File: config.mk
export PLATFORM = sky130hd
export DESIGN_NAME = iob_cache_line_fill
export DESIGN_NICKNAME = d
export VERILOG_FILES = /design/src/rtl/iob_cache_line_fill.sv
export SDC_FILE = /design/constraint.sdc
export NUM_CORES = 1
export LEC_CHECK = 0
export ABC_AREA = 1
export BUFFER_PORTS_ARGS = -buffer_cell sky130_fd_sc_hd__buf_2
export CELL_PAD_IN_SITES_DETAIL_PLACEMENT = 0
export CELL_PAD_IN_SITES_GLOBAL_PLACEMENT = 2
export CORE_ASPECT_RATIO = 0.9
export CORE_MARGIN = 4
export CORE_UTILIZATION = 19
export CTS_CLUSTER_SIZE = 25
export DETAILED_ROUTE_END_ITERATION = 7
export PLACE_DENSITY_LB_ADDON = 0.1
export SLEW_MARGIN = 5
export SYNTH_ARGS = -nofsm -noshare
export SYNTH_HDL_FRONTEND = slang
export SYNTH_SLANG_ARGS = --single-unit
File: constraint.sdc
create_clock -name clk -period 2.5 [get_ports clk]
set_input_delay 0.25 -clock clk [delete_from_list [all_inputs] [get_ports clk]]
set_output_delay 0.25 -clock clk [all_outputs]
set_load 0.03 [all_outputs]
File: src/rtl/iob_cache_line_fill.sv
// -----------------------------------------------------------------------------
// iob_cache_line_fill
//
// Line-fill controller placed directly in front of the cache data register
// file. On a read miss it fetches one complete cache line from the back-end
// memory, one word per transaction. Words are fetched critical-word-first:
// the word that missed is requested first, then the fetch wraps around
// within the line until every word has been fetched.
//
// Each returned word goes straight into the register file through its
// address / write-data / column-enable port in the same cycle the back end
// acknowledges it. The first word is also forwarded to the requester on
// crit_valid/crit_data. When the last word lands, the controller spends one
// cycle setting the line's valid bit and pulsing fill_done.
//
// Ports
//   clk         clock
//   rst         synchronous, active-high reset
//   fill_req    start a fill; only sampled while fill_busy = 0
//   fill_addr   byte address of the missed word
//   fill_busy   controller is not idle
//   fill_done   one-cycle pulse, line completely written
//   crit_valid  one-cycle pulse, first (missed) word returned
//   crit_data   missed word, valid with crit_valid
//   mem_valid   back-end request valid
//   mem_addr    back-end word-aligned byte address
//   mem_rdata   back-end read data
//   mem_ready   back-end acknowledge; mem_rdata valid this cycle
//   rf_addr     register-file word address {index, word}
//   rf_wdata    register-file write data
//   rf_en       register-file byte-column write enables
//   v_addr      valid-bit line index
//   v_we        valid-bit set strobe
// -----------------------------------------------------------------------------
module iob_cache_line_fill #(
  parameter int ADDR_W     = 32,
  parameter int DATA_W     = 32,
  parameter int WORD_OFF_W = 2,
  parameter int NLINE_W    = 7
) (
  input  logic                          clk,
  input  logic                          rst,

  // Front end (miss request)
  input  logic                          fill_req,
  input  logic [ADDR_W-1:0]             fill_addr,
  output logic                          fill_busy,
  output logic                          fill_done,
  output logic                          crit_valid,
  output logic [DATA_W-1:0]             crit_data,

  // Back-end memory
  output logic                          mem_valid,
  output logic [ADDR_W-1:0]             mem_addr,
  input  logic [DATA_W-1:0]             mem_rdata,
  input  logic                          mem_ready,

  // Data register file write port
  output logic [NLINE_W+WORD_OFF_W-1:0] rf_addr,
  output logic [DATA_W-1:0]             rf_wdata,
  output logic [DATA_W/8-1:0]           rf_en,

  // Valid-bit array set port
  output logic [NLINE_W-1:0]            v_addr,
  output logic                          v_we
);

  // ---------------------------------------------------------------------------
  // Derived sizes
  // ---------------------------------------------------------------------------
  localparam int NUM_COL = DATA_W / 8;
  localparam int BYTE_W  = $clog2(DATA_W / 8);
  localparam int TAG_W   = ADDR_W - BYTE_W - WORD_OFF_W - NLINE_W;

  // ---------------------------------------------------------------------------
  // Address split of the missed address
  // ---------------------------------------------------------------------------
  logic [TAG_W-1:0]      req_tag;
  logic [NLINE_W-1:0]    req_index;
  logic [WORD_OFF_W-1:0] req_word;

  assign req_word  = fill_addr[BYTE_W +: WORD_OFF_W];
  assign req_index = fill_addr[BYTE_W+WORD_OFF_W +: NLINE_W];
  assign req_tag   = fill_addr[ADDR_W-1 -: TAG_W];

  // The byte offset is irrelevant: the whole line is always fetched and
  // back-end addresses are word aligned.
  logic unused_byte_off;
  assign unused_byte_off = ^fill_addr[BYTE_W-1:0];

  // ---------------------------------------------------------------------------
  // FSM
  // ---------------------------------------------------------------------------
  typedef enum logic [1:0] {
    S_IDLE = 2'd0,
    S_REQ  = 2'd1,
    S_DONE = 2'd2
  } state_t;

  state_t state_q, state_d;

  // Fill context, captured when a request is accepted.
  logic [TAG_W-1:0]      tag_q;
  logic [NLINE_W-1:0]    index_q;
  logic [WORD_OFF_W-1:0] cur_word_q;  // word currently being fetched
  logic [WORD_OFF_W-1:0] remain_q;    // words still to fetch after cur_word_q

  logic accept;      // new fill taken this cycle
  logic beat;        // back end returns a word this cycle
  logic first_beat;  // the returning word is the critical (missed) one

  assign accept     = (state_q == S_IDLE) && fill_req;
  assign beat       = (state_q == S_REQ) && mem_ready;
  // remain starts at NWORDS-1, which is all ones, and only drops after a beat.
  assign first_beat = (remain_q == '1);

  // State register.
  // NOTE: sequential state is written with non-blocking assignments only, so
  // every flop samples the pre-edge value of every other flop.
  always_ff @(posedge clk) begin
    if (rst) begin
      state_q <= S_IDLE;
    end else begin
      state_q <= state_d;
    end
  end

  // Next-state logic.
  // NOTE: state_d gets a default before the case so every path assigns it and
  // no latch is inferred.
  always_comb begin
    state_d = state_q;
    case (state_q)
      S_IDLE: if (fill_req)                  state_d = S_REQ;
      S_REQ:  if (mem_ready && remain_q == '0) state_d = S_DONE;
      S_DONE:                                state_d = S_IDLE;
      default:                               state_d = S_IDLE;
    endcase
  end

  // Fill context registers.
  // NOTE: these are deliberately not reset. They are only observed in REQ and
  // DONE, and the only way into REQ is through IDLE, which loads them first.
  always_ff @(posedge clk) begin
    if (accept) begin
      tag_q      <= req_tag;
      index_q    <= req_index;
      cur_word_q <= req_word;
      remain_q   <= '1;
    end else if (beat) begin
      // Natural wrap of the WORD_OFF_W-bit counter gives the mod-NWORDS step.
      cur_word_q <= cur_word_q + WORD_OFF_W'(1);
      remain_q   <= remain_q - WORD_OFF_W'(1);
    end
  end

  // ---------------------------------------------------------------------------
  // Outputs
  //
  // All outputs are decoded from the current state. They are additionally
  // forced to zero while rst is high, so a reset raised mid-fill stops any
  // register-file write in that same cycle and the outputs read zero during
  // the whole reset window, even before the state register has been reset.
  // ---------------------------------------------------------------------------
  always_comb begin
    fill_busy  = 1'b0;
    fill_done  = 1'b0;
    crit_valid = 1'b0;
    crit_data  = '0;
    mem_valid  = 1'b0;
    mem_addr   = '0;
    rf_addr    = '0;
    rf_wdata   = '0;
    rf_en      = '0;
    v_addr     = '0;
    v_we       = 1'b0;

    if (!rst) begin
      fill_busy = (state_q != S_IDLE);

      case (state_q)
        S_REQ: begin
          // Request stays up (and stable) until the back end acknowledges;
          // consecutive words are requested back to back.
          mem_valid = 1'b1;
          mem_addr  = {tag_q, index_q, cur_word_q, {BYTE_W{1'b0}}};
          if (mem_ready) begin
            // Returned word is passed straight through to the register file.
            rf_en    = {NUM_COL{1'b1}};
            rf_wdata = mem_rdata;
            rf_addr  = {index_q, cur_word_q};
            if (first_beat) begin
              crit_valid = 1'b1;
              crit_data  = mem_rdata;
            end
          end
        end

        S_DONE: begin
          fill_done = 1'b1;
          v_we      = 1'b1;
          v_addr    = index_q;
        end

        default: ;
      endcase
    end
  end

endmodule
==> impl_metrics.tcl, run 1 <==
set metrics [dict create \
    yosys.area.top_type "edfxtp_1" \
    first_global_vias 2463 \
    clock_path_buffers 2 \
    dr.pass1.iters 5 \
    worstPathCellList "ha_1 -> buf_12 -> nand3_1 -> nor3_1 -> buf_2" \
    synth-simple-area-share_pct 35.6 \
    rsz0062_at_grt "no" \
    timing.hold.ws_ps 145 \
    cts.clk_slew.worst_paths_ps 60 \
    antenna_found_initial 0 \
    synth_cells 322 \
    grt_max_degree 36 \
    core_um2 11500 \
    synth_cell_types 18 \
    comb_power_share_pct 27.1 \
    dp_slack_ps 720 \
    std_cell_rows 37 \
    worstMarginPinSlew_ps 505 \
    clockRootBuffer "clkbuf_16" \
    internal_power_w 0.00142 \
    hold_class "in2reg" \
    portBuffers 184 \
    p_leak_nw 2.11 \
    fp.dieH_um 112 \
    h-tree-depth 2 \
    syn2layout_area_growth_pct 53.8 \
    finalWorstSetupSlack_ps 460 \
    cp_num_buf_inv 2 \
    tritoncts "done" \
    crit_type "reg2out" \
    status "completed" \
    synthAdderAreaFrac_pct 1.10 \
    synthTopCellsByArea "edfxtp_1, inv_1, nor2_1" \
    switching_power_w 0.000644 \
    netlist.area_leader.share_pct 39.8 \
    insertedDiodeCount 0 \
    ys_seq_area_share_pct 43.3 \
    numCtsBuffers 5 \
    io_pins 189 \
    dieArea_um2 13700 \
    wl_per_cell_um 12.9 \
    floorplan.initialDensity_pct 19.6 \
    critPathMaxFanout 23 \
    slew-limit-headroom_pct 66.3 \
    finalSetupTns_ps 0 \
    drive_above_1_share_pct 41.0 \
    grt_use_total_pct 11.9 \
    period_needed_ps 2040 \
    viasPerCell 3.88 \
    cts_setup_buffers 0 \
    p_seq_share_pct 33.8 \
    hpwl_um 6270 \
    slowest_delay_ps 450 \
    drv_slew 0 \
    insertion_delay_ps 280 \
    power_density_nw_per_um2 592 \
    design_area_um2 3480 \
    period_share_pct 81.6 \
    path_delay_family "buffers and inverters" \
    synth_area_per_cell_um2 7.03 \
    critPathArrivalTime_ps 1790 \
    synth_xor_area_share_pct 0 \
    maxCapViolations 0 \
    grt_pass1_wl_um 12900 \
    setup_viol 0 \
    dpl_cell_area_um2 3290 \
    vias 2505 \
    syn_area_um2 2260 \
    nets 559 \
    clock_skew_ps 3.21 \
    ys_ff_latch 34 \
    fp.dieW_um 123 \
    synth.area.mux_share_pct 0 \
    fmax_mhz 490 \
    ctsHoldBuffers 0 \
    routabilityCongestion 0.747 \
    hold_viol_final 0 \
    overflow 0 \
    synth_top_family_by_area "simple AND/OR/NAND/NOR gates" \
    drtIter0Drc 118 \
    clkPwrFrac_pct 39.0 \
    vdd.ir_drop.worst_uv 260 \
    start_kind "flip-flop" \
    swShare_pct 31.2 \
    cp-end-kind "primary output" \
    ys_warn_count 0 \
    drc 0 \
    numClockSinks 34 \
    totalWireLength_um 8340 \
    postCtsResizedCells 0 \
    worst_path_max_delay_cell "ha_1" \
    drtAntennaViolNets 0 \
    synth_compound_area_share_pct 0 \
    crit_required_ps 2250 \
]
-- kinds of logic (layout without fill, tap and decap cells) --
group,count (synthesis),count (layout)
buffers and inverters,104,271
flip-flops,34,34
other,1,2
AND/OR/NAND/NOR,181,181
adder cells (fa/ha/maj),2,2
-- power by group through the flow --
stage	sequential, W	clock [W]	combinational [W]
2_1_floorplan	0.000705	0	0.000380
3_3_place_gp	0.000708	0	0.000569
3_5_place_dp	0.000710	0	0.000571
4_1_cts	0.000698	0.000829	0.000574
5_1_grt	0.000703	0.000863	0.000624
6_report	0.000698	0.000805	0.000560
-- synth_stat cells (all sizes together) --
library cell and number:
nand3 36, edfxtp 30, inv 74, buf 17, ha 2, nor2 74
dfxtp 4, clkbuf 13, nand2 28, nor3 41, nand4 2, conb 1
-- worst register-to-register path: cells and delay by family, from the launching register on --
kind          cells  cell delay, ps
buf+inv           2             540
flops             1             360
simple gates      2             360
-- path summary, 6_finish.rpt --
path / from / end / slack, ps / cells past startpoint
max: remain_q[1] / crit_data[8] / 460 / 5
max reg2reg: state_q[0] / index_q[4] / 930 / 4
min: fill_addr[15] / tag_q[4] / 140 / 1
min reg2reg: remain_q[0] / remain_q[0] / 500 / 2
-- per-stage QoR --
step                      total power (W)  std cells  utilization [%]
after floorplan                   0.00108        323                -
after global placement            0.00128        638             28.5
after detailed placement          0.00128        638             28.5
after CTS                         0.00210        646             30.2
after global routing              0.00219        646             30.2
final                             0.00206        646             30.2
-- metal layers --
metal | vias up | wire (um) | track usage (%)
met1 | 1099 | 3620 | 14.8
met5 | - | 0 | 0
met4 | 0 | 65 | 2.95
met2 | 87 | 4070 | 20.5
li1 | 1315 | - | -
met3 | 4 | 596 | 2.89
-- state kept, by name, summed over array words and instances, names as in the netlist --
register	flops
index_q	7
tag_q	21
state_q	2
cur_word_q	2
remain_q	2
-- cell usage in the layout, fill, tap and decap left out, types with 2 or more instances in the layout --
cell	count
dfxtp_1	4
inv_1	73
nand2_1	26
nor2_1	73
edfxtp_1	30
nand4_1	2
nand3_1	36
nor3_1	41
ha_1	2
buf_4	2
conb_1	2
buf_2	184
buf_12	3
bufinv_16	2
clkbuf_16	5
-- layout make-up --
cell class | count | area [um2]
fillers | 1313 | 8040
repair buffers | 189 | 996
flip-flops and latches | 34 | 981
multi-input cells | 185 | 840
inverters | 74 | 278
well taps | 156 | 195
clock buffers | 5 | 125
clock inverters | 3 | 68.8
Note: power is estimated with default switching activity, not from simulation.
==> run 2: changes to the inputs <==
--- a/config.mk
+++ b/config.mk
@@ -11,7 +11,7 @@
 export CELL_PAD_IN_SITES_GLOBAL_PLACEMENT = 2
 export CORE_ASPECT_RATIO = 0.9
 export CORE_MARGIN = 4
-export CORE_UTILIZATION = 19
+export CORE_UTILIZATION = 16
 export CTS_CLUSTER_SIZE = 25
 export DETAILED_ROUTE_END_ITERATION = 7
 export PLACE_DENSITY_LB_ADDON = 0.1
==> constraint.sdc (replaced) <==
create_clock -name clk -period 1.6 [get_ports clk]
set_input_delay 0.16 -clock clk [delete_from_list [all_inputs] [get_ports clk]]
set_output_delay 0.16 -clock clk [all_outputs]
set_load 0.03 [all_outputs]
==> run 2 against run 1 <==
The run now ends with setup timing left. Flip-flop and latch count did not move. Count of clock-buffer cells in the layout did not move. Cell count rose by 7.6%. Hold slack got worse by 92 ps. Die area rose by 17%. Worst setup slack got worse by 490 ps. Largest cell class unchanged. Routed wire length rose by 22%. Total power rose by 65%. Combinational power rose by 140%. Global-route usage fell by 0.42 points.
==> impl_metrics.tcl, run 2 (synthesized netlist as in run 1, its figures left out) <==
set metrics [dict create \
    timing.hold.ws_ps 52.5 \
    routabilityCongestion 0.708 \
    drive_above_1_share_pct 63.2 \
    cp_num_buf_inv 3 \
    drv_slew 0 \
    totalWireLength_um 10100 \
    cp-end-kind "primary output" \
    internal_power_w 0.00215 \
    clock_path_buffers 2 \
    crit_required_ps 1440 \
    fp.dieH_um 121 \
    swShare_pct 36.7 \
    grt_use_total_pct 11.5 \
    design_area_um2 4680 \
    violations "setup timing" \
    clockRootBuffer "clkbuf_16" \
    hold_class "in2reg" \
    final_cell_mix "buf_2, inv_1, buf_4" \
    maxCapViolations 0 \
    drc 0 \
    drtAntennaViolNets 0 \
    switching_power_w 0.00125 \
    numClockSinks 34 \
    busiest_layer "met2" \
    biggestRegsByFlops "tag_q x21, index_q x7" \
    h-tree-depth 2 \
    dpl_cell_area_um2 3530 \
    portBuffers 184 \
    grt_pass1_wl_um 14600 \
    drtIter0Drc 112 \
    vdd.ir_drop.worst_uv 427 \
    crit_type "reg2out" \
    fmax_mhz 613 \
    p_seq_share_pct 32.2 \
    period_needed_ps 1630 \
    hold_viol_final 0 \
    status "complete, but fails checks" \
    clkPwrFrac_pct 27.7 \
    setup_viol 28 \
    clock_skew_ps 2.89 \
    comb_power_share_pct 40.1 \
    largest_reg_flops 21 \
    met2_usage_pct 19.8 \
    start_kind "flip-flop" \
    nets 575 \
    dieArea_um2 16100 \
    first_global_vias 2546 \
    regMostFlops "tag_q" \
    wl_per_cell_um 14.6 \
    power_density_nw_per_um2 728 \
    overflow 0 \
    rsz0062_at_grt "yes" \
    viasPerCell 3.89 \
    critPathMaxFanout 9 \
    std_cell_rows 40 \
    use_met1_pct 14.5 \
    vias 2701 \
    slowest_delay_ps 340 \
    core_um2 13600 \
    floorplan.initialDensity_pct 16.6 \
    p_leak_nw 2.26 \
    critPathArrivalTime_ps 1470 \
    syn2layout_area_growth_pct 107 \
    grt_max_degree 35 \
    final_common_cell "buf_2" \
    tritoncts "done" \
    path_delay_family "simple AND/OR/NAND/NOR gates" \
    hpwl_um 6840 \
    dp_slack_ps 11.4 \
    numCtsBuffers 5 \
    dr.pass1.iters 4 \
    antenna_found_initial 0 \
    finalWorstSetupSlack_ps -30.0 \
    worstPathCellList "inv_2 -> nand2_4 -> nor2_8 -> buf_12 -> nand2_8 -> nor2_1 -> buf_4" \
    io_pins 189 \
    insertedDiodeCount 0 \
    fp.dieW_um 133 \
    met3_usage_pct 3.57 \
    worst_path_max_delay_cell "dfxtp_2" \
    cts.clk_slew.worst_paths_ps 60 \
    insertion_delay_ps 280 \
    ctsHoldBuffers 0 \
    period_share_pct 102 \
]
[run 2: cell types whose count changed in the layout (fill, tap and decap cells not counted), moves of 29 or more]
cell / previous run / this run
buf_2: 184 / 82
buf_4: 2 / 66
nor2_1: 73 / 22
buf_6: 0 / 45
nor2_2: 0 / 34
nor3_1: 41 / 9
nor3_2: 0 / 29
[run 2: per-layer routing]
metal,part of all wire [%],wire (um)
met1,43,4360
met2,49,5010
met3,7.1,716
met4,0.60,61
met5,0,0
[run 2: what timing repair did]
item | 4_1_cts | 5_1_grt
cloned | 3 | 3
pin swaps | 1 | 10
gates resized for setup | 107 | 200
buffers inserted | 4 | 1
setup endpoints to repair | 115 | 109
[run 2: worst paths after layout]
path | cells past startpoint | start | end | slack (ps)
max | 7 | state_q[1] | rf_wdata[8] | -30
min | 1 | fill_addr[26] | tag_q[15] | 50
max reg2reg | 4 | state_q[0] | index_q[4] | 310
min reg2reg | 2 | remain_q[0] | remain_q[0] | 500
[run 2: power by group through the flow]
stage	clock network (W)	logic (W)	registers, W
2_1_floorplan	0	0.000632	0.00110
3_3_place_gp	0	0.000971	0.00111
3_5_place_dp	0	0.000965	0.00111
4_1_cts	0.000980	0.00113	0.00110
5_1_grt	0.00102	0.00147	0.00110
6_report	0.000941	0.00136	0.00110
[run 2: final cells by class]
class / count / area, um2
multi-input cells: 188 / 1420
repair buffers: 202 / 1600
clock inverters: 3 / 16.3
flip-flops and latches: 34 / 988
well taps: 189 / 236
clock buffers: 5 / 125
fillers: 1470 / 8940
inverters: 74 / 295
[run 2: through the flow]
stage	power (W)	cells	setup TNS, ps	utilization, %
5_1_grt	0.00359	695	-4330	34.4
2_1_floorplan	0.00173	323	-29.4	-
6_report	0.00340	695	-233	34.4
3_3_place_gp	0.00208	676	0	25.9
3_5_place_dp	0.00207	676	0	25.9
4_1_cts	0.00321	691	-1370	30.0
==> run 3: changes to the inputs <==
--- a/config.mk
+++ b/config.mk
@@ -5,7 +5,7 @@
 export SDC_FILE = /design/constraint.sdc
 export NUM_CORES = 1
 export LEC_CHECK = 0
-export ABC_AREA = 1
+export ABC_AREA = 0
 export BUFFER_PORTS_ARGS = -buffer_cell sky130_fd_sc_hd__buf_2
 export CELL_PAD_IN_SITES_DETAIL_PLACEMENT = 0
 export CELL_PAD_IN_SITES_GLOBAL_PLACEMENT = 2
==> run 3 against run 2 <==
The run still ends with setup timing left. Global-route usage grew 0.84 points. Largest cell class unchanged. Synthesized cell count shrank 30%. Cell count is 15% lower. Maximum frequency fell by 7.1%. Clock power down 1%. Via count shrank 13%. First-iteration DRC count shrank 46%. Synthesized area is 12% lower. Sequential share of layout area shrank 0.84 points.
==> impl_metrics.tcl, run 3 <==
set metrics [dict create \
    status "complete, but fails checks" \
    violations "setup timing" \
    critPathMaxFanout 6 \
    start_kind "flip-flop" \
    yosysMostFrequentCell "nor2_1" \
    finalSetupTns_ps -11090 \
    numCtsBuffers 5 \
    antenna_found_initial 0 \
    largest_reg_flops 21 \
    clock_skew_ps 4.84 \
    slowest_delay_ps 430 \
    cts.clk_slew.worst_paths_ps 60 \
    synth.top_cells.by_count "nor2_1, and2_1, nand2_1, edfxtp_1, and3_1" \
    p_leak_nw 2.13 \
    ys_ff_latch 34 \
    synth_edf_count 30 \
    io_pins 189 \
    netlist.area_leader.share_pct 45.1 \
    std_cell_rows 38 \
    setup_viol 115 \
    ys_warn_count 0 \
    ff2ff_setup_slack_ps 40 \
    wl_per_cell_um 16.0 \
    rsz0062_at_grt "yes" \
    numClockSinks 34 \
    insertion_delay_ps 280 \
    final_cell_mix "buf_6, buf_2, nor2_4" \
    vias 2346 \
    utilization_pct 40.3 \
    fp.dieH_um 114 \
    finalWorstSetupSlack_ps -154 \
    drc 0 \
    critPathArrivalTime_ps 1590 \
    period_needed_ps 1750 \
    nets 498 \
    hpwl_um 5740 \
    maxCapViolations 0 \
    hold_viol_final 0 \
    crit_type "reg2out" \
    insertedDiodeCount 0 \
    totalWireLength_um 9400 \
    worstPathCellList "or3b_4 -> buf_12 -> clkinv_8 -> and3_4 -> buf_6" \
    synthTopCellsByArea "edfxtp_1, nor2_1, and2_1" \
    drtAntennaViolNets 0 \
    finalPower_w 0.00293 \
    drv_slew 0 \
    fp.dieW_um 126 \
    clock_path_buffers 2 \
    synth_area_per_cell_um2 8.79 \
    power_density_nw_per_um2 600 \
    design_area_um2 4880 \
    overflow 0 \
    rr_startpoint "state_q[1]" \
    synth_ff_type "edfxtp_1" \
    drive_above_1_share_pct 76.5 \
    yosys.area.top_type "edfxtp_1" \
    cp-end-kind "primary output" \
    dieArea_um2 14300 \
    syn_area_um2 2000 \
    grt_pass1_wl_um 13800 \
    grt_use_total_pct 12.3 \
    synth_cells 227 \
    min_delay_worst_endpoint "tag_q[1]" \
    dpl_cell_area_um2 3130 \
    viasPerCell 3.98 \
    regMostFlops "tag_q" \
    ys_seq_area_share_pct 49.2 \
    worst_path_max_delay_cell "or3b_4" \
    portBuffers 184 \
    routabilityCongestion 0.757 \
    synthArstFlopShare_pct 0 \
    syn2layout_area_growth_pct 145 \
    biggestRegsByFlops "tag_q x21, index_q x7" \
    grt_max_degree 52 \
    tritoncts "done" \
    drtIter0Drc 61 \
    fmax_mhz 570 \
    r2r_end "cur_word_q[1]" \
    hold_start "fill_addr[12]" \
    first_global_vias 2443 \
    crit_required_ps 1440 \
    whs_path_depth 1 \
    synth_cell_types 25 \
    vdd.ir_drop.worst_uv 364 \
    final_common_cell "buf_6" \
    ctsHoldBuffers 0 \
    period_share_pct 110 \
    hold_class "in2reg" \
    clockRootBuffer "clkbuf_16" \
    ff2ff_path_depth 5 \
    floorplan.initialDensity_pct 16.5 \
    core_um2 12100 \
    h-tree-depth 2 \
    dr.pass1.iters 4 \
]
run 3: power by group:
| part | switching (W) | internal, W | total, W |
|---|---|---|---|
| clock | 0.000363 | 0.000568 | 0.000930 |
| combinational | 0.000518 | 0.000414 | 0.000932 |
| sequential | 0.0000302 | 0.00103 | 0.00106 |
run 3: kinds of logic after synthesis:
logic type / count (synthesis) / synth area share, %
adders and majority gates: 2 / 1.25
xor gates and xnor gates: 1 / 0.439
DFF: 34 / 49.2
buffers and inverters: 27 / 8.15
muxes: 3 / 1.57
AOI/OAI and AO/OA: 4 / 1.57
other: 1 / 0.188
and+or+nand+nor: 155 / 37.7
run 3: cell type report:
cell class	instances	area [um2]
fillers	1240	7240
flip-flops and latches	34	991
repair buffers	212	2050
repair inverters	4	71.3
multi-input cells	167	1400
well taps	160	200
clock inverters	3	16.3
clock buffers	5	125
inverters	4	27.5
run 3: repair_timing:
action | CTS | global route
pin swaps | 11 | 34
gates resized for setup | 264 | 147
gates cloned | 9 | 1
setup buffers | 10 | 6
endpoints found under the setup margin | 110 | 117
run 3: worst max-delay path: cells and delay by family, from the launching register on:
family                 cells  cell delay (ps)
flip-flops                 1              320
buffers and inverters      3              370
AND/OR/NAND/NOR            2              610
run 3: worst max-delay path by stage:
stage,start,end,slack (ps),cells after the start
floorplan,state_q[1],cur_word_q[1],-220,2
finish,state_q[0],rf_addr[1],-150,5
CTS,state_q[0],rf_wdata[12],-140,5
detailed placement,state_q[1],crit_data[31],20,4
global route,state_q[0],crit_data[31],-210,5
global placement,state_q[1],crit_data[31],30,4
run 3: stage by stage:
| stage | cells | setup WS (ps) | hold WS, ps |
|---|---|---|---|
| floorplan | 228 | -217 | 232 |
| global placement | 558 | 25.1 | 337 |
| detailed placement | 558 | 19.3 | 338 |
| CTS | 585 | -138 | 49.2 |
| global route | 589 | -208 | 46.0 |
| finish | 589 | -154 | 56.2 |
run 3: metal layers:
metal | wire (um) | GRT usage, % | up-vias
met3 | 673 | 3.51 | 2
li1 | - | - | 1135
met2 | 5030 | 22.2 | 88
met1 | 3670 | 14.8 | 1121
met4 | 29 | 2.17 | 0
met5 | 0 | 0 | -
